--- src/rtl/trng_postproc.sv ---
// trng_postproc: XOR-compress TRNG bus, repetition-count health test, word assembly into FWFT FIFO.
// Optional von Neumann debiasing when TRNG_VN_DEBIAS_EN is defined.
module trng_postproc #(
  parameter int IN_W       = 16,
  parameter int OUT_W      = 32,
  parameter int FIFO_DEPTH = 4,
  parameter int WARMUP_CYC = 64,
  parameter int RCT_CUTOFF = 31
) (
  input  logic                          clk,
  input  logic                          rstn,
  input  logic                          en,
  input  logic [IN_W-1:0]               rnddata,
  input  logic                          alarm_clr,
  output logic                          rd_valid,
  output logic [OUT_W-1:0]              rd_data,
  input  logic                          rd_ready,
  output logic [$clog2(FIFO_DEPTH):0]   fifo_level,
  output logic                          alarm,
  output logic                          running
);
  localparam int AW = $clog2(FIFO_DEPTH);
  localparam int LW = AW + 1;
  localparam int BW = $clog2(OUT_W + 1);
  localparam int WW = $clog2(WARMUP_CYC + 1);
  localparam int RW = $clog2(RCT_CUTOFF + 1);
  typedef enum logic [1:0] {IDLE, WARMUP, RUN, ALARM} state_t;
  state_t state_q, state_d;
  logic [WW-1:0] wcnt_q, wcnt_d;
  logic [BW-1:0] bitcnt_q, bitcnt_d;
  logic [RW-1:0] rct_q, rct_d;
  logic prev_q;
  logic [OUT_W-1:0] shreg_q, shreg_d, word;
  logic [AW-1:0] wp_q, wp_d, rp_q, rp_d;
  logic [LW-1:0] lvl_q, lvl_d;
  logic [OUT_W-1:0] mem [FIFO_DEPTH];
  logic raw, run_act, trip, acc, bit_in, word_done, push, pop, push_ok, warm_done;
  assign raw = ^rnddata;
  assign run_act = state_q == RUN && en;
  // rct_q==0 marks the first RUN cycle, where the run length starts at 1
  assign rct_d = !run_act ? '0 : (rct_q != '0 && raw == prev_q) ?
                 (rct_q == RW'(RCT_CUTOFF) ? rct_q : rct_q + RW'(1)) : RW'(1);
  assign trip = run_act && rct_d == RW'(RCT_CUTOFF);
`ifdef TRNG_VN_DEBIAS_EN
  logic have_q, held_q;
  assign acc = run_act && have_q && held_q != raw;
  assign bit_in = held_q;
  always_ff @(posedge clk or negedge rstn)
    if (!rstn) begin
      have_q <= 1'b0;
      held_q <= 1'b0;
    end else begin
      have_q <= run_act && !trip && !have_q;
      held_q <= raw;
    end
`else
  assign acc = run_act;
  assign bit_in = raw;
`endif
  assign word = {bit_in, shreg_q[OUT_W-1:1]};
  assign word_done = acc && bitcnt_q == BW'(OUT_W - 1);
  assign push = word_done && !trip;
  assign shreg_d = (!run_act || trip || word_done) ? '0 : acc ? word : shreg_q;
  assign bitcnt_d = (!run_act || trip || word_done) ? '0 : bitcnt_q + BW'(acc);
  assign warm_done = wcnt_q == WW'(WARMUP_CYC - 1);
  assign wcnt_d = (state_q == WARMUP && en && !warm_done) ? wcnt_q + WW'(1) : '0;
  always_comb begin
    state_d = state_q;
    case (state_q)
      IDLE:    state_d = en ? WARMUP : IDLE;
      WARMUP:  state_d = !en ? IDLE : warm_done ? RUN : WARMUP;
      RUN:     state_d = !en ? IDLE : trip ? ALARM : RUN;
      default: state_d = alarm_clr ? IDLE : ALARM;
    endcase
  end
  assign rd_valid = lvl_q != '0;
  assign rd_data = rd_valid ? mem[rp_q] : '0;
  assign pop = rd_valid && rd_ready;
  assign push_ok = push && (lvl_q != LW'(FIFO_DEPTH) || pop);
  // entering ALARM flushes the FIFO; pops in that cycle are moot
  assign wp_d = trip ? '0 : wp_q + AW'(push_ok);
  assign rp_d = trip ? '0 : rp_q + AW'(pop);
  assign lvl_d = trip ? '0 : lvl_q + LW'(push_ok) - LW'(pop);
  always_ff @(posedge clk or negedge rstn)
    if (!rstn) begin
      state_q  <= IDLE;
      wcnt_q   <= '0;
      bitcnt_q <= '0;
      rct_q    <= '0;
      prev_q   <= 1'b0;
      shreg_q  <= '0;
      wp_q     <= '0;
      rp_q     <= '0;
      lvl_q    <= '0;
    end else begin
      state_q  <= state_d;
      wcnt_q   <= wcnt_d;
      bitcnt_q <= bitcnt_d;
      rct_q    <= rct_d;
      prev_q   <= raw;
      shreg_q  <= shreg_d;
      wp_q     <= wp_d;
      rp_q     <= rp_d;
      lvl_q    <= lvl_d;
    end
  always_ff @(posedge clk)
    if (push_ok) mem[wp_q] <= word;
  assign fifo_level = lvl_q;
  assign alarm = state_q == ALARM;
  assign running = state_q == RUN;
endmodule

--- config.mk ---
export PLATFORM = sky130hd
export DESIGN_NAME = trng_postproc
export DESIGN_NICKNAME = d
export VERILOG_FILES = /design/src/rtl/trng_postproc.sv
export SDC_FILE = /design/constraint.sdc
export NUM_CORES = 1
export LEC_CHECK = 0
export CORE_ASPECT_RATIO = 1.1
export CORE_MARGIN = 1
export CORE_UTILIZATION = 44
export CTS_CLUSTER_SIZE = 10
export DETAILED_ROUTE_END_ITERATION = 7
export PLACE_DENSITY_LB_ADDON = 0.05
export SLEW_MARGIN = 5
export SYNTH_ARGS = -nofsm -noshare
export SYNTH_HDL_FRONTEND = slang
export SYNTH_SLANG_ARGS = --single-unit
--- constraint.sdc ---
create_clock -name clk -period 10.65 [get_ports clk]
set_input_delay 2.13 -clock clk [delete_from_list [all_inputs] [get_ports clk]]
set_output_delay 2.13 -clock clk [all_outputs]
set_load 0.05 [all_outputs]
==> results.yml <==
run_status:
  status: "finished clean"
yosys:
  netlist.top_cell.by_area: "edfxtp_1"
  ys_top_cells_by_area: "edfxtp_1 (51%), dfrtp_1 (20%), mux4_2 (9.6%)"
  avgSynthCellArea_sq_um: 17.4
  yosysSeqAreaShare: 0.712
  synth_area_sq_um: 7470
  syn_inst: 430
  synth_common_cells: "edfxtp_1 (128), and2_1 (71), dfrtp_1 (59)"
  async_flop_share: 0.316
  yosys_warnings: 0
  syn_nets: 460
  yosys.area.top_type_share: 0.515
  synth_edf_count: 128
  synth_cell_type_count: 45
  ys.flop_type: "edfxtp_1"
  synth_most_common_cell: "edfxtp_1"
  ys_ff_latch: 187
power:
  p_total_w: 0.00171
  powerDensity_nw_per_um2: 192
  power.leakage_nw: 3.59
  peakVddDrop_v: 0.000160
die:
  die_area_sq_um: 17500
  die_w_um: 126
  io-pin-count: 59
  rows: 49
  start_util: 0.453
  die_h_um: 139
  core_sq_um: 16500
min_path:
  min_from: "wcnt_q[0]"
  min_path_type: "reg -> reg"
  hold_end: "wcnt_q[0]"
  holdPathStages: 1
detailed_routing:
  firstDrtPassIters: 4
  wl_per_cell_um: 17.6
  drt-total-wl_mm: 12.6
  ant_nets: 0
  vias: 3674
  drcViolationCount: 0
  drt-vias-per-instance: 5.13
  drt_iter0_markers: 232
worst_setup_path:
  cp.arrival_ps: 3000
  crit_required_ps: 8520
  critPathCaptureType: "primary output"
  crit_family: "buffers and inverters"
  max_stage_delay_ps: 700
  r2r_slack_ps: 7450
  cp_slowest_cell: "clkdlybuf4s50_1"
  worst-path-buf-inv: 2
  path_class: "reg -> out"
  critPathLaunchType: "flip-flop"
  worstPathCellList: "buf_4 > mux4_2 > and2_1 > clkdlybuf4s50_1"
  rr_startpoint: "rct_q[0]"
  critPathMaxFanout: 25
  rr_endpoint: "fifo_level[2]"
  worst-r2r-cell-count: 14
global_routing:
  grt_pass1_vias: 3936
  overflow: 0
  grt_usage: 0.160
  antenna_found_initial: 0
  grt_max_degree: 60
  grt_pass1_wl_mm: 20.8
cts:
  hold_buffers: 0
  cts.path.max_buffers: 2
  root_buffer: "clkbuf_16"
  clock_sinks: 187
  clkLatencyLatePin_ps: 430
  htreeDepth: 4
  post-cts-setup-buffers: 0
  cts_resized: 0
  numCtsBuffers: 17
  clkSlewWorstSetupHoldPaths_ps: 70
  tritoncts: "yes"
timing:
  holdWs_ps: 456
  hold_viol_final: 0
  tns_ps: 0
  rsz0062_at_grt: "no"
  finalClockSkew_ps: 8.83
  period_needed_ps: 5130
  maxSlewViolCount: 0
  period_share: 0.482
  fmax_mhz: 195
  finalSetupViolCount: 0
  relSlewSlack: 0.423
  tightest_slew_ps: 863
finish:
  final_area_sq_um: 8890
  finish.utilization: 0.539
  drive_gt1_frac: 0.176
  n_antenna_cell: 0
  syn_to_final_growth_pct: 19.0
  nNetsFinal: 529
placed_design:
  place_congestion: 0.748
  io_buffers: 58
  hpwl_mm: 7.11
  place_area_sq_um: 8300
flow_run:
  maxCapViolations: 0
[layer usage]
metal | up-vias | routed length [um] | global-route usage
met2 | 47 | 6310 | 0.259
met1 | 1899 | 5680 | 0.206
met4 | 0 | 255 | 0.0736
li1 | 1711 | - | -
met5 | - | 0 | 0
met3 | 17 | 345 | 0.0374
[state kept, by name, indices dropped and copies added, names as in the netlist, 3 cells and up]
register,cells
bitcnt_q,6
wcnt_q,7
fifo_level,3
rct_q,5
shreg_q,31
mem,128
[layout make-up]
class | count | area (sq um)
clock buffers | 18 | 429
clock inverters | 14 | 158
fillers | 1280 | 7600
inverters | 9 | 33.8
multi-input cells | 217 | 2050
flip-flops and latches | 187 | 5320
well taps | 204 | 255
repair buffers | 67 | 643
[kinds of logic (layout without fill, tap and decap cells)]
group | after synthesis | count (layout) | share of synthesized area
xor+xnor | 31 | 31 | 0.0394
compound gates | 15 | 15 | 0.0146
buf+inv | 26 | 108 | 0.0152
flops | 187 | 187 | 0.712
simple gates | 128 | 128 | 0.103
fa+ha+maj | 9 | 9 | 0.0161
mux | 34 | 34 | 0.0993
[worst max-delay path by stage]
stage | start | end | slack [ps] | cells past startpoint
2_1_floorplan | rnddata[12] | mem[2][0] | 4420 | 6
5_1_grt | rp_q[0] | rd_data[21] | 5330 | 4
4_1_cts | rp_q[0] | rd_data[20] | 5420 | 4
6_report | rp_q[0] | rd_data[21] | 5520 | 4
3_3_place_gp | rnddata[12] | fifo_level[2] | 5610 | 13
3_5_place_dp | rnddata[15] | fifo_level[2] | 5540 | 13
[layout by cell type (no fill, tap or decap), types with 2 or more instances in the layout]
master,instances
a21oi_1,5
and2_1,71
and2b_2,3
and3_1,3
buf_4,9
bufinv_16,2
clkbuf_16,17
clkdlybuf4s50_1,57
clkinvlp_4,3
dfrtp_1,58
edfxtp_1,128
ha_1,8
inv_1,9
inv_6,7
mux4_2,32
nand2_1,6
nand3_1,7
nand3b_1,2
nor2_1,19
nor2b_1,4
nor3b_2,2
o21ai_0,2
xnor2_1,23
xor2_1,6
[per-stage QoR]
| stage | std cells | setup WS (ps) |
|---|---|---|
| finish | 716 | 5520 |
| CTS | 716 | 5420 |
| global placement | 684 | 5610 |
| detailed placement | 684 | 5540 |
| floorplan | 430 | 4420 |
| global route | 716 | 5330 |
[where the power goes]
| group | switching [W] | total, W | internal, W |
|---|---|---|---|
| logic | 0.000155 | 0.000272 | 0.000117 |
| registers | 0.0000240 | 0.000811 | 0.000787 |
| clock network | 0.000274 | 0.000625 | 0.000351 |
Note: power is estimated with default switching activity, not from simulation.
